===== config.mk =====
export PLATFORM = sky130hd
export DESIGN_NAME = d_reg_shift_burst
export DESIGN_NICKNAME = d
export VERILOG_FILES = /design/src/rtl/d_reg_shift_burst.sv
export SDC_FILE = /design/constraint.sdc
export NUM_CORES = 1
export LEC_CHECK = 0
export ABC_AREA = 1
export BUFFER_PORTS_ARGS = -buffer_cell sky130_fd_sc_hd__buf_2
export CAP_MARGIN = 25
export CELL_PAD_IN_SITES_DETAIL_PLACEMENT = 0
export CELL_PAD_IN_SITES_GLOBAL_PLACEMENT = 1
export CORE_MARGIN = 2
export CORE_UTILIZATION = 35
export DETAILED_ROUTE_END_ITERATION = 8
export GPL_TIMING_DRIVEN = 0
export MAX_ROUTING_LAYER = met4
export PLACE_DENSITY = 0.76
export SYNTH_ARGS = -nofsm -noshare
export SYNTH_HDL_FRONTEND = slang
export SYNTH_SLANG_ARGS = --single-unit
export TNS_END_PERCENT = 20

===== constraint.sdc =====
create_clock -name clk -period 1.94 [get_ports clk]
set_input_delay 0.097 -clock clk [delete_from_list [all_inputs] [get_ports clk]]
set_output_delay 0.097 -clock clk [all_outputs]
set_load 0.01 [all_outputs]

===== src/rtl/d_reg_shift_burst.sv =====
// WIDTH-bit register with load, shift, rotate and arithmetic-shift modes.
// A burst FSM repeats one shift/rotate op count times, then pulses done.
//
// Ports:
//   clk, reset_n         clock, async active-low reset
//   clr                  sync clear (q to RESET_VALUE, FSM to IDLE)
//   en, mode, d          single-op enable, op select, load data
//   sin_lsb, sin_msb     serial inputs for shift left / shift right
//   start, count         burst request and length (sampled in IDLE)
//   q, q_not             register contents and its complement
//   ser_out_msb/lsb      q[WIDTH-1] and q[0]
//   busy, done           burst in progress / one-cycle completion pulse
module d_reg_shift_burst #(
    parameter int unsigned WIDTH = 8,
    parameter logic [WIDTH-1:0] RESET_VALUE = {WIDTH{1'b0}},
    parameter int unsigned CNT_W = 4
) (
    input  logic             clk,
    input  logic             reset_n,
    input  logic             clr,
    input  logic             en,
    input  logic [2:0]       mode,
    input  logic [WIDTH-1:0] d,
    input  logic             sin_lsb,
    input  logic             sin_msb,
    input  logic             start,
    input  logic [CNT_W-1:0] count,
    output logic [WIDTH-1:0] q,
    output logic [WIDTH-1:0] q_not,
    output logic             ser_out_msb,
    output logic             ser_out_lsb,
    output logic             busy,
    output logic             done
);

    typedef enum logic [1:0] {
        IDLE = 2'd0,
        RUN  = 2'd1,
        DONE = 2'd2
    } state_t;

    localparam logic [2:0] M_HOLD = 3'b000;
    localparam logic [2:0] M_LOAD = 3'b001;
    localparam logic [2:0] M_SHL  = 3'b010;
    localparam logic [2:0] M_SHR  = 3'b011;
    localparam logic [2:0] M_ROL  = 3'b100;
    localparam logic [2:0] M_ROR  = 3'b101;
    localparam logic [2:0] M_ASR  = 3'b110;

    state_t           state_q, state_d;
    logic [WIDTH-1:0] q_q, q_d;
    logic [CNT_W-1:0] rem_q, rem_d;
    logic [2:0]       mode_q, mode_d;
    logic             start_ok;

    function automatic logic [WIDTH-1:0] apply_op(
        input logic [2:0]       op,
        input logic [WIDTH-1:0] cur,
        input logic [WIDTH-1:0] ld,
        input logic             s_lsb,
        input logic             s_msb
    );
        logic [WIDTH-1:0] r;
        r = cur;
        case (op)
            M_LOAD:  r = ld;
            M_SHL:   r = {cur[WIDTH-2:0], s_lsb};
            M_SHR:   r = {s_msb, cur[WIDTH-1:1]};
            M_ROL:   r = {cur[WIDTH-2:0], cur[WIDTH-1]};
            M_ROR:   r = {cur[0], cur[WIDTH-1:1]};
            M_ASR:   r = {cur[WIDTH-1], cur[WIDTH-1:1]};
            default: r = cur;
        endcase
        return r;
    endfunction

    // Only the five shift/rotate modes with a non-zero length start a burst.
    assign start_ok = start && (count != '0) &&
                      (mode >= M_SHL) && (mode <= M_ASR);

    always_comb begin
        q_d     = q_q;
        state_d = state_q;
        rem_d   = rem_q;
        mode_d  = mode_q;
        if (clr) begin
            q_d     = RESET_VALUE;
            state_d = IDLE;
            rem_d   = '0;
        end else begin
            unique case (state_q)
                IDLE: begin
                    if (start_ok) begin
                        mode_d  = mode;
                        rem_d   = count;
                        state_d = RUN;
                    end else if (en) begin
                        q_d = apply_op(mode, q_q, d, sin_lsb, sin_msb);
                    end
                end
                RUN: begin
                    q_d   = apply_op(mode_q, q_q, d, sin_lsb, sin_msb);
                    rem_d = rem_q - 1'b1;
                    if (rem_q == CNT_W'(1)) begin
                        state_d = DONE;
                    end
                end
                DONE: begin
                    state_d = IDLE;
                end
                default: begin
                    state_d = IDLE;
                end
            endcase
        end
    end

    always_ff @(posedge clk or negedge reset_n) begin
        if (!reset_n) begin
            q_q     <= RESET_VALUE;
            state_q <= IDLE;
            rem_q   <= '0;
            mode_q  <= M_HOLD;
        end else begin
            q_q     <= q_d;
            state_q <= state_d;
            rem_q   <= rem_d;
            mode_q  <= mode_d;
        end
    end

    assign q           = q_q;
    assign q_not       = ~q_q;
    assign ser_out_msb = q_q[WIDTH-1];
    assign ser_out_lsb = q_q[0];
    assign busy        = (state_q == RUN);
    assign done        = (state_q == DONE);

endmodule

* After elaboration in Yosys (flattened, before gate mapping)
Index checks and enable logic that the tools add are counted.
** Storage, ports and cells
- Register bits :: 17
- Output and inout port bits :: 20
- Word-level logic and storage cells :: 59
** Cells by class
- Add/subtract/negate cells :: 1
- Order comparisons :: 2
- Equal/unequal tests :: 25
- Muxes and demuxes :: 13
- Bitwise gates (word level) :: 2
- Reduce and logical (&&, ||, !) cells :: 11
** Operators with widths (count)
- $pmux W8 S6 :: 2
- $mux W8 :: 3
- $eq A3 B3 Y1 const B :: 6
- $ne A8 B2 Y1 const B :: 2
- $pmux W8 S2 :: 1
- $ne A3 B3 Y1 const B :: 5
- $ne A7 B2 Y1 const B :: 2
- $eq A3 B2 Y1 const B :: 4
- $mux W4 :: 2
- $not A8 Y8 :: 1
- $pmux W4 S2 :: 1
- $reduce_and A7 Y1 :: 1
- $eq A3 B1 Y1 const B :: 2
- $mux W2 :: 3
- $reduce_and A5 Y1 :: 1
- $eq A4 B1 Y1 const B :: 1
- $pmux W2 S2 :: 1
- $reduce_and A2 Y1 :: 2
- $reduce_bool A4 Y1 :: 1
- $sub A4 B1 Y4 const B :: 1
- $ge A3 B2 Y1 const B :: 1
- $le A3 B3 Y1 const B :: 1
- $logic_and A1 B1 Y1 :: 3
- $ne A3 B2 Y1 const B :: 1
- other kinds (6) :: 6

* Longest topological paths before layout
Gate-level depths: netlist of the first run.
- Depth in word-level cells :: 7
- Gate-level depth with buffers :: 11
- Depth with buffers taken out :: 11

* Least setup slack after synthesis of the first run
OpenSTA, ideal clock, no wires.
- Path kind :: reg-to-reg
- Start :: register mode_q[1]
- End :: register q_q[6] (netlist: q[6])
- Data arrival time :: 1.313 ns
- Data required time :: 1.823 ns
- Slack :: 0.510 ns
- Stages on the path, launching flop included :: 11
- Buffers on the path :: 1
- Clock period less this slack :: 1.430 ns
- Cell sequence :: dfrtp_1 -> buf_2 -> nor2_2 -> nand2_1 -> and2_0 -> nand2_1 -> nand2_2 -> nor2_8 -> nand2_1 -> nor2_1 -> nor2_1
** On the way
- Cells in the longest elaborated chain, start to end :: 4
** RTL lines
- from (decl) :: line 53 : logic [2:0] mode_q, mode_d;
- from (signal assigned) :: line 128 : mode_q <= mode_d;
- $eq A3 B3 Y1 (tied with other cells) :: line 65 : case (op)
- $pmux W8 S6 :: line 65
- $pmux W8 S2 :: line 91 : unique case (state_q)
- $mux W8 :: line 86 : if (clr) begin
- to (signal assigned) :: line 125 : q_q <= q_d;
- to (decl) :: line 51 : logic [WIDTH-1:0] q_q, q_d;
Parallel ways exist; a longest one is shown, timed or not.
A chain may end at the register's enable or synchronous reset.

* Final worst setup path of the first run
- Start :: register mode_q[1]
- End :: register q_q[3] (netlist: q[3])
The elaborated chain is that of the path after synthesis.

==> impl_metrics.json, run 1 <==
{
  "critPathArrivalTime_ns": 1.78,
  "clock-sinks": 17,
  "hpwl_um": 3560,
  "htree_num_levels": 1,
  "switching_share": 0.480,
  "drive_above_1_share": 0.197,
  "clockPowerShare": 0.148,
  "ctsHoldBuffers": 1,
  "terminus_of_the_critical_flop_to_flop_path": "q[3]",
  "timing.final.max_slew_violations": 0,
  "timing.fmax_mhz": 615,
  "worst_path_largest_cell_delay_ns": 0.36,
  "synthDistinctLibCells": 23,
  "power_frac_comb": 0.534,
  "postLayoutSetupSlackWorst_ns": 0.314,
  "drtPass1Iterations": 4,
  "synthToLayoutAreaGrowth_pct": 20.2,
  "synth_cells": 279,
  "ff2ff_setup_slack_ns": 0.31,
  "first_global_vias": 1728,
  "hp-start": "clr",
  "routed-via-count": 1819,
  "ios": 42,
  "detail_route.iter0.violations": 52,
  "post_cts_buffers": 0,
  "cts_tree": "built",
  "cts.clk_slew.worst_paths_ns": 0.07,
  "grt_pass1_wl_um": 8080,
  "cpMostUsedCell": "sky130_fd_sc_hd__nand2_1",
  "cell_internal_pwr_mw": 0.980,
  "die_w_um": 71.9,
  "routabilityCongestion": 0.853,
  "postRouteWirelength_um": 4650,
  "chipHeight_um": 71.9,
  "post_cts.resized_instances": 0,
  "vdd_ir_drop_max_mv": 0.327,
  "status": "completed",
  "maximum_clock_path_buffer_count": 2,
  "yosys_register_bits": 17,
  "finalHoldViolations": 0,
  "post-route-cell-area_um2": 1940,
  "num_antenna_cells": 0,
  "fin_crit_ns": 1.63,
  "portBuffers": 41,
  "syn-cell-area_um2": 1610,
  "placedCellCount": 372,
  "grt_setup_unrepaired": "no",
  "final_min_period_over_clock_period": 0.838,
  "finish.cell_count_without_fillers": 377,
  "r2r.worst_path.cells": 10,
  "total_leakage_power_nw": 1.10,
  "report.power.total_mw": 1.88,
  "critical_path.max_fanout": 10,
  "design.core.area_um2": 4380,
  "synth_top_flop_cell": "sky130_fd_sc_hd__dfrtp_1",
  "final_util": 0.442,
  "relSlewSlack": 0.705,
  "route.detailed.vias_per_inst": 4.82,
  "worst_r2r_startpoint": "mode_q[1]",
  "drcViolationCount": 0,
  "power.density_cell_area_nw_per_um2": 972,
  "number_of_antenna_violations_at_the_first_check_in_global_routing": 0,
  "die_area_um2": 5170,
  "report.final.setup_viol": 0,
  "largest_net_degree_at_the_start_of_global_routing": 18,
  "totalNegativeSetupSlack_ns": 0,
  "post_drt_wl_per_cell_um": 12.3,
  "cts_inserted_buffers": 3,
  "dpl_cell_area_um2": 1880,
  "crit_required_ns": 2.09,
  "fin_worst_hold_slack_ns": 0.175,
  "type_of_the_setup_path_with_the_least_slack": "flip-flop to flip-flop",
  "min-delay-path-class": "input pin to flip-flop",
  "cp-end-kind": "flip-flop",
  "setup.worst_path.start_class": "flip-flop",
  "grt.total_usage": 0.204,
  "clock-skew-final_ns": 0.00146,
  "maxCapViolations": 0,
  "critical-path-slowest-cell": "sky130_fd_sc_hd__dfrtp_1",
  "number_of_instances_on_the_worst_hold_path": 4,
  "ys_warn_count": 0,
  "asyncSetResetFlopFracSynth": 1.00,
  "number_of_flops_mapped_to_enable_cells_by_yosys": 0,
  "cts.root.buffer_cell": "sky130_fd_sc_hd__clkbuf_8",
  "detailedPlace.worstSlack_ns": 0.313,
  "grt_remaining_overflow": 0,
  "worstPathCellList": "buf_2 > nor2_2 > nand2_1 > and2_0 > nand2_1 > nand2_2 > nor2_8 > nand2_1 > nor2_1 > nor2_1",
  "nets": 350,
  "initial_core_util": 0.368,
  "worst_skew_pair.late_latency_ns": 0.25,
  "seqPwrFrac": 0.318,
  "synth_sequential_area_ratio": 0.264,
  "ant_nets": 0,
  "power_switching_mw": 0.904,
  "synth.net_count": 303,
  "rows": 24,
  "hold_path_end": "q[4]",
  "worst_slew_pin_slew_ns": 0.443,
  "synth.avg_cell_area_um2": 5.78
}
layer usage:
metal  vias to the layer above  GRT usage  routed length [um]
li1                        967          -                   -
met1                       811      0.281                2300
met2                        39      0.324                2130
met3                         2     0.0197                 202
met4                         0     0.0482                  23
met5                         -          -                   0
flip-flops by register name, summed over array words and instances (netlist names):
signal,flops
rem_q,4
mode_q,3
q,8
state_q,2
power groups by stage:
stage / registers (mW) / logic, mW / clock network (mW)
2_1_floorplan: 0.587 / 0.682 / 0
3_3_place_gp: 0.609 / 1.01 / 0
3_5_place_dp: 0.610 / 1.01 / 0
4_1_cts: 0.604 / 1.02 / 0.294
5_1_grt: 0.622 / 1.16 / 0.315
6_report: 0.599 / 1.01 / 0.280
cells in the mapped netlist, types with 2 or more instances:
master	count	area share
sky130_fd_sc_hd__nor3_1	5	0.016
sky130_fd_sc_hd__buf_4	3	0.014
sky130_fd_sc_hd__nand2_4	3	0.021
sky130_fd_sc_hd__nand2_1	88	0.20
sky130_fd_sc_hd__buf_2	3	0.0093
sky130_fd_sc_hd__nand2_2	2	0.0078
sky130_fd_sc_hd__ha_1	2	0.016
sky130_fd_sc_hd__nor2_1	51	0.12
sky130_fd_sc_hd__a21oi_1	9	0.028
sky130_fd_sc_hd__inv_2	2	0.0047
sky130_fd_sc_hd__inv_1	34	0.079
sky130_fd_sc_hd__nand3_1	29	0.090
sky130_fd_sc_hd__nor2_2	3	0.012
sky130_fd_sc_hd__nand4_1	5	0.019
sky130_fd_sc_hd__dfrtp_1	17	0.26
sky130_fd_sc_hd__o21ai_0	16	0.050
kinds of logic (layout without fill, tap and decap cells):
kind of cell | Yosys count | after routing | share of synthesized area
AND/OR/NAND/NOR | 190 | 190 | 0.522
buffers and inverters | 43 | 89 | 0.111
AO/OA/AOI/OAI | 26 | 26 | 0.0822
flip-flops | 17 | 17 | 0.264
adder cells (fa/ha/maj) | 2 | 2 | 0.0155
XOR/XNOR | 1 | 1 | 0.00543
how the worst max path moves through the flow:
stage | depth (start not counted) | slack, ns | from | endpoint
5_1_grt | 9 | 0.10 | mode_q[2] | q[0]
3_5_place_dp | 10 | 0.31 | mode_q[1] | q[3]
4_1_cts | 10 | 0.30 | mode_q[1] | q[3]
3_3_place_gp | 10 | 0.34 | mode_q[1] | q[6]
2_1_floorplan | 10 | 0.51 | mode_q[1] | q[6]
6_report | 10 | 0.31 | mode_q[1] | q[3]
layout make-up:
| cell class | count | area (um^2) |
|---|---|---|
| timing repair buffer | 42 | 215 |
| buffer | 6 | 37.5 |
| inverter | 37 | 141 |
| multi-input combinational | 219 | 1010 |
| sequential | 17 | 425 |
| clock buffer | 4 | 45.0 |
| fill | 501 | 2450 |
| tap | 52 | 65.1 |
layout by cell type (no fill, tap or decap), drive strengths merged:
cell type and n:
nor2 55, nand4 5, nand2 93, nor3 5, a21boi 1, clkbuf 4
and2 1, dlygate4sd3 1, dfrtp 17, o21ai 16, nand3 31, inv 37
a21oi 9, xnor2 1, ha 2, buf 47
worst max-delay path, delay by kind of cell, from the launching register on:
| family | cells | cell delay [ns] |
|---|---|---|
| DFF | 1 | 0.36 |
| buffers and inverters | 1 | 0.17 |
| and+or+nand+nor | 9 | 1.00 |
Note: power is estimated with default switching activity, not from simulation.
==> run 2, diff against run 1 <==
==> constraint.sdc (replaced) <==
create_clock -name clk -period 1.65 [get_ports clk]
set_input_delay 0.0825 -clock clk [delete_from_list [all_inputs] [get_ports clk]]
set_output_delay 0.0825 -clock clk [all_outputs]
set_load 0.01 [all_outputs]
==> run 2 against run 1 <==
Clock-buffer cell count unchanged. Register-to-register slack got worse by 0.15 ns. Final cell count up 0.27%. Total power is 24% higher. Worst hold slack improved by 0.0077 ns. Sequential share of layout area shrank 0.79 points. Clock skew is 0.0058 ns higher. Die area stayed put. Setup slack worse by 0.15 ns. Core utilization grew 1.9 points. Global-route usage stayed put. Highest routed layer unchanged.
==> impl_metrics.json, run 2 (synthesis results as in run 1) <==
{
  "critPathArrivalTime_ns": 1.61,
  "terminus_of_the_critical_flop_to_flop_path": "rem_q[2]",
  "hpwl_um": 3560,
  "die_area_um2": 5170,
  "layout.cells.most_common": "sky130_fd_sc_hd__nand2_1",
  "drcViolationCount": 0,
  "ant_nets": 0,
  "finalHoldViolations": 0,
  "report.final.setup_viol": 0,
  "maxCapViolations": 0,
  "route.detailed.vias_per_inst": 4.87,
  "worst_path_largest_cell_delay_ns": 0.43,
  "endpoint": "rem_q[2]",
  "cts.root.buffer_cell": "sky130_fd_sc_hd__clkbuf_8",
  "post_drt_wl_per_cell_um": 12.8,
  "postLayoutSetupSlackWorst_ns": 0.169,
  "setup.worst_path.start_class": "flip-flop",
  "portBuffers": 41,
  "grt_pass1_wl_um": 8080,
  "post-route-cell-area_um2": 2020,
  "detailedPlace.worstSlack_ns": 0.0235,
  "fin_crit_ns": 1.48,
  "number_of_antenna_violations_at_the_first_check_in_global_routing": 0,
  "final_util": 0.461,
  "dpl_cell_area_um2": 1880,
  "chipHeight_um": 71.9,
  "worst_slew_pin_slew_ns": 0.443,
  "timing.fmax_mhz": 675,
  "totalNegativeSetupSlack_ns": 0,
  "min-delay-path-class": "input pin to flip-flop",
  "grt_remaining_overflow": 0,
  "critical_path.max_fanout": 8,
  "vdd_ir_drop_max_mv": 0.391,
  "clock-skew-final_ns": 0.00727,
  "total_leakage_power_nw": 1.12,
  "postRouteWirelength_um": 4860,
  "number_of_instances_on_the_worst_hold_path": 4,
  "status": "completed",
  "worst_skew_pair.late_latency_ns": 0.26,
  "r2r.worst_path.cells": 7,
  "routabilityCongestion": 0.853,
  "htree_num_levels": 1,
  "relSlewSlack": 0.705,
  "drive_above_1_share": 0.242,
  "largest_register_ff_count": 8,
  "power.density_cell_area_nw_per_um2": 1150,
  "rows": 24,
  "cts.clk_slew.worst_paths_ns": 0.08,
  "cp-startpoint": "state_q[0]",
  "cpMostUsedCell": "sky130_fd_sc_hd__nand2_1",
  "ios": 42,
  "die_w_um": 71.9,
  "timing.final.max_slew_violations": 0,
  "synthToLayoutAreaGrowth_pct": 25.4,
  "worstPathCellList": "inv_2 > nand2_1 > nor2_4 > a21boi_1 > nor2_2 > nand2_1 > o21ai_0",
  "cts_tree": "built",
  "largest_net_degree_at_the_start_of_global_routing": 18,
  "layout.filler_cells": 502,
  "design.core.area_um2": 4380,
  "clock-sinks": 17,
  "final_min_period_over_clock_period": 0.898,
  "routed-via-count": 1841,
  "maximum_clock_path_buffer_count": 2,
  "initial_core_util": 0.368,
  "worst_r2r_startpoint": "state_q[0]",
  "drtPass1Iterations": 4,
  "type_of_the_setup_path_with_the_least_slack": "flip-flop to flip-flop",
  "critical-path-slowest-cell": "sky130_fd_sc_hd__dfrtp_1",
  "cts_inserted_buffers": 3,
  "grt.total_usage": 0.204,
  "num_antenna_cells": 0,
  "first_global_vias": 1728,
  "layout_common_cells": "84 x sky130_fd_sc_hd__nand2_1, 49 x sky130_fd_sc_hd__nor2_1, 41 x sky130_fd_sc_hd__buf_2, 30 x sky130_fd_sc_hd__inv_1, 27 x sky130_fd_sc_hd__nand3_1",
  "crit_required_ns": 1.78,
  "nets": 351,
  "ff2ff_setup_slack_ns": 0.17,
  "detail_route.iter0.violations": 53,
  "cp-end-kind": "flip-flop"
}
run 2: final cells by class:
cell class / count / area, um^2 / area share
multi-input combinational: 220 / 1070 / 0.532
sequential: 17 / 428 / 0.212
timing repair buffer: 43 / 223 / 0.110
inverter: 37 / 141 / 0.0699
tap: 52 / 65.1 / 0.0322
clock buffer: 4 / 45.0 / 0.0223
buffer: 5 / 45.0 / 0.0223
run 2: worst max-delay path, delay by kind of cell (launching register included):
kind	cells	cell delay [ns]
buf+inv	1	0.11
simple gates	4	0.48
compound gates	2	0.34
flops	1	0.43
run 2: through the flow:
step           total power [mW]  instances  hold slack [ns]
6_report                   2.33        378            0.183
5_1_grt                    2.56        378            0.210
4_1_cts                    2.25        377            0.164
3_5_place_dp               1.91        372           0.0577
3_3_place_gp               1.90        372           0.0569
2_1_floorplan              1.49        279           -0.213
run 2: metal layers:
metal | part of all wire | wire [um] | global-route usage
met1 | 0.49 | 2400 | 0.281
met2 | 0.46 | 2250 | 0.324
met3 | 0.037 | 179 | 0.0197
met4 | 0.0047 | 23 | 0.0482
met5 | 0 | 0 | -
run 2: what timing repair did:
action | CTS | global route
hold buffers | 1 | 0
resized for setup | 0 | 27
buffers inserted | 0 | 1
endpoints found under the hold margin | 17 | 0
endpoints found under the setup margin | 0 | 12
run 2: report_power, final:
part	switching, mW	internal, mW
registers	0.203	0.528
logic	0.754	0.504
clock network	0.167	0.172
total	1.12	1.20
run 2: worst min-delay path by stage:
stage	to	slack (ns)	start
floorplan	mode_q[0]	-0.21	reset_n
global placement	rem_q[0]	0.06	reset_n
detailed placement	rem_q[0]	0.06	reset_n
CTS	q[5]	0.16	clr
global route	q[5]	0.21	clr
finish	q[4]	0.18	clr
==> run 3, diff against run 2 <==
--- a/config.mk
+++ b/config.mk
@@ -10,12 +10,14 @@
 export CAP_MARGIN = 25
 export CELL_PAD_IN_SITES_DETAIL_PLACEMENT = 0
 export CELL_PAD_IN_SITES_GLOBAL_PLACEMENT = 1
+export CORE_ASPECT_RATIO = 0.5
 export CORE_MARGIN = 2
-export CORE_UTILIZATION = 35
+export CORE_UTILIZATION = 36
+export CTS_BUF_LIST = sky130_fd_sc_hd__clkbuf_8
 export DETAILED_ROUTE_END_ITERATION = 8
 export GPL_TIMING_DRIVEN = 0
 export MAX_ROUTING_LAYER = met4
-export PLACE_DENSITY = 0.76
+export PLACE_DENSITY = 0.78
 export SYNTH_ARGS = -nofsm -noshare
 export SYNTH_HDL_FRONTEND = slang
 export SYNTH_SLANG_ARGS = --single-unit
==> run 3 against run 2 <==
Wire length decreased by 2.0%. First-iteration DRC count increased by 130%. Core utilization is 0.74 points higher. Sequential share of layout area shrank 0.16 points. Non-clock buffer count grew 3.
==> impl_metrics.json, run 3 (synthesis results as in run 1) <==
{
  "timing.fmax_mhz": 658,
  "cp-end-kind": "flip-flop",
  "maxCapViolations": 0,
  "initial_core_util": 0.370,
  "layout_common_cells": "86 x sky130_fd_sc_hd__nand2_1, 48 x sky130_fd_sc_hd__nor2_1, 41 x sky130_fd_sc_hd__buf_2, 30 x sky130_fd_sc_hd__inv_1, 29 x sky130_fd_sc_hd__nand3_1",
  "relSlewSlack": 0.707,
  "ant_nets": 0,
  "routed-via-count": 1885,
  "drcViolationCount": 0,
  "fin_crit_ns": 1.52,
  "layout.cells.most_common": "sky130_fd_sc_hd__nand2_1",
  "detail_route.iter0.violations": 122,
  "first_global_vias": 1689,
  "number_of_antenna_violations_at_the_first_check_in_global_routing": 0,
  "cts.root.buffer_cell": "sky130_fd_sc_hd__clkbuf_8",
  "hpwl_um": 3450,
  "chipHeight_um": 51.3,
  "min-delay-path-class": "input pin to flip-flop",
  "routabilityCongestion": 0.805,
  "largest_net_degree_at_the_start_of_global_routing": 18,
  "ios": 42,
  "drtPass1Iterations": 4,
  "final_min_period_over_clock_period": 0.921,
  "report.power.total_mw": 2.34,
  "report.final.setup_viol": 0,
  "post_drt_wl_per_cell_um": 12.3,
  "fin_worst_hold_slack_ns": 0.155,
  "status": "completed",
  "placedCellCount": 377,
  "postRouteWirelength_um": 4760,
  "timing.final.max_slew_violations": 0,
  "htree_num_levels": 1,
  "rows": 17,
  "critical_path.max_fanout": 6,
  "type_of_the_setup_path_with_the_least_slack": "flip-flop to flip-flop",
  "die_w_um": 98.7,
  "die_area_um2": 5060,
  "drive_above_1_share": 0.252,
  "design.core.area_um2": 4360,
  "crit_required_ns": 1.81,
  "portBuffers": 41,
  "power.density_cell_area_nw_per_um2": 1140,
  "total_leakage_power_nw": 1.13,
  "setup.worst_path.start_class": "flip-flop",
  "cts_inserted_buffers": 3,
  "maximum_clock_path_buffer_count": 2,
  "grt_remaining_overflow": 0,
  "synthToLayoutAreaGrowth_pct": 26.7,
  "largest_register_ff_count": 8,
  "grt_pass1_wl_um": 7820,
  "finalHoldViolations": 0,
  "hp-start": "clr",
  "num_antenna_cells": 0,
  "grt.total_usage": 0.200,
  "cts_tree": "built",
  "route.detailed.vias_per_inst": 4.88,
  "worst_r2r_startpoint": "mode_q[2]",
  "finish.cell_count_without_fillers": 386,
  "cts.clk_slew.worst_paths_ns": 0.08,
  "vdd_ir_drop_max_mv": 0.480,
  "worst_slew_pin_slew_ns": 0.440,
  "worst_skew_pair.late_latency_ns": 0.26,
  "cp-startpoint": "mode_q[2]",
  "nets": 354,
  "clock-skew-final_ns": 0.00765,
  "clock-sinks": 17,
  "critPathArrivalTime_ns": 1.68
}
[run 3: repair_timing]
action                                  in CTS  in global routing
pin swaps                                    1                  2
endpoints found under the setup margin       1                 12
cloned                                       0                  1
hold buffers                                 1                  0
buffers inserted                             0                  5
resized for setup                            1                 23
endpoints found under the hold margin       17                  0
[run 3: final cells by class]
class                      count  area [um^2]
fill                         484         2320
multi-input combinational    220         1070
sequential                    17          429
timing repair buffer          47          250
inverter                      37          141
tap                           57         71.3
clock buffer                   3         41.3
buffer                         4         37.5
clock inverter                 1         5.00
[run 3: path summary, 6_finish.rpt]
path / slack [ns] / cells after the start / endpoint
min in group asynchronous: 0.29 / 2 / state_q[0]
max in group asynchronous: 1.02 / 2 / mode_q[0]
hold reg to reg: 0.59 / 2 / rem_q[3]
setup / recovery: 0.13 / 9 / q[6]
hold / removal: 0.15 / 4 / q[5]
setup reg to reg: 0.13 / 9 / q[6]
[run 3: worst max-delay path, cell delays in order, from the launching register on]
cell and delay, ns:
sky130_fd_sc_hd__dfrtp_2 0.45, sky130_fd_sc_hd__inv_2 0.09, sky130_fd_sc_hd__o21ai_0 0.12, sky130_fd_sc_hd__and2_1 0.18, sky130_fd_sc_hd__nand2_2 0.11, sky130_fd_sc_hd__nand2_4 0.09
sky130_fd_sc_hd__nor2_8 0.15, sky130_fd_sc_hd__nand2_1 0.06, sky130_fd_sc_hd__nor2_1 0.11, sky130_fd_sc_hd__nor2_1 0.05
[run 3: through the flow]
step	util	worst slack, ns	TNS [ns]	area [um^2]
2_1_floorplan	-	0.220	0	1610
3_3_place_gp	0.433	0.0257	0	1890
3_5_place_dp	0.433	-0.00964	-0.00964	1890
4_1_cts	0.447	0.0145	0	1950
5_1_grt	0.469	-0.0121	-0.0205	2040
6_report	0.469	0.131	0	2040
[run 3: layer usage]
layer  wire length (um)  GRT usage
met5                  0          -
met4                 29     0.0228
met3                237     0.0328
met2               2180      0.329
met1               2310      0.272
[run 3: report_power, final]
part | total (mW) | internal, mW | leakage (nW) | switching [mW]
combinational | 1.27 | 0.506 | 0.891 | 0.761
clock | 0.338 | 0.168 | 0.0255 | 0.169
sequential | 0.733 | 0.529 | 0.212 | 0.203
total | 2.34 | 1.20 | 1.13 | 1.13
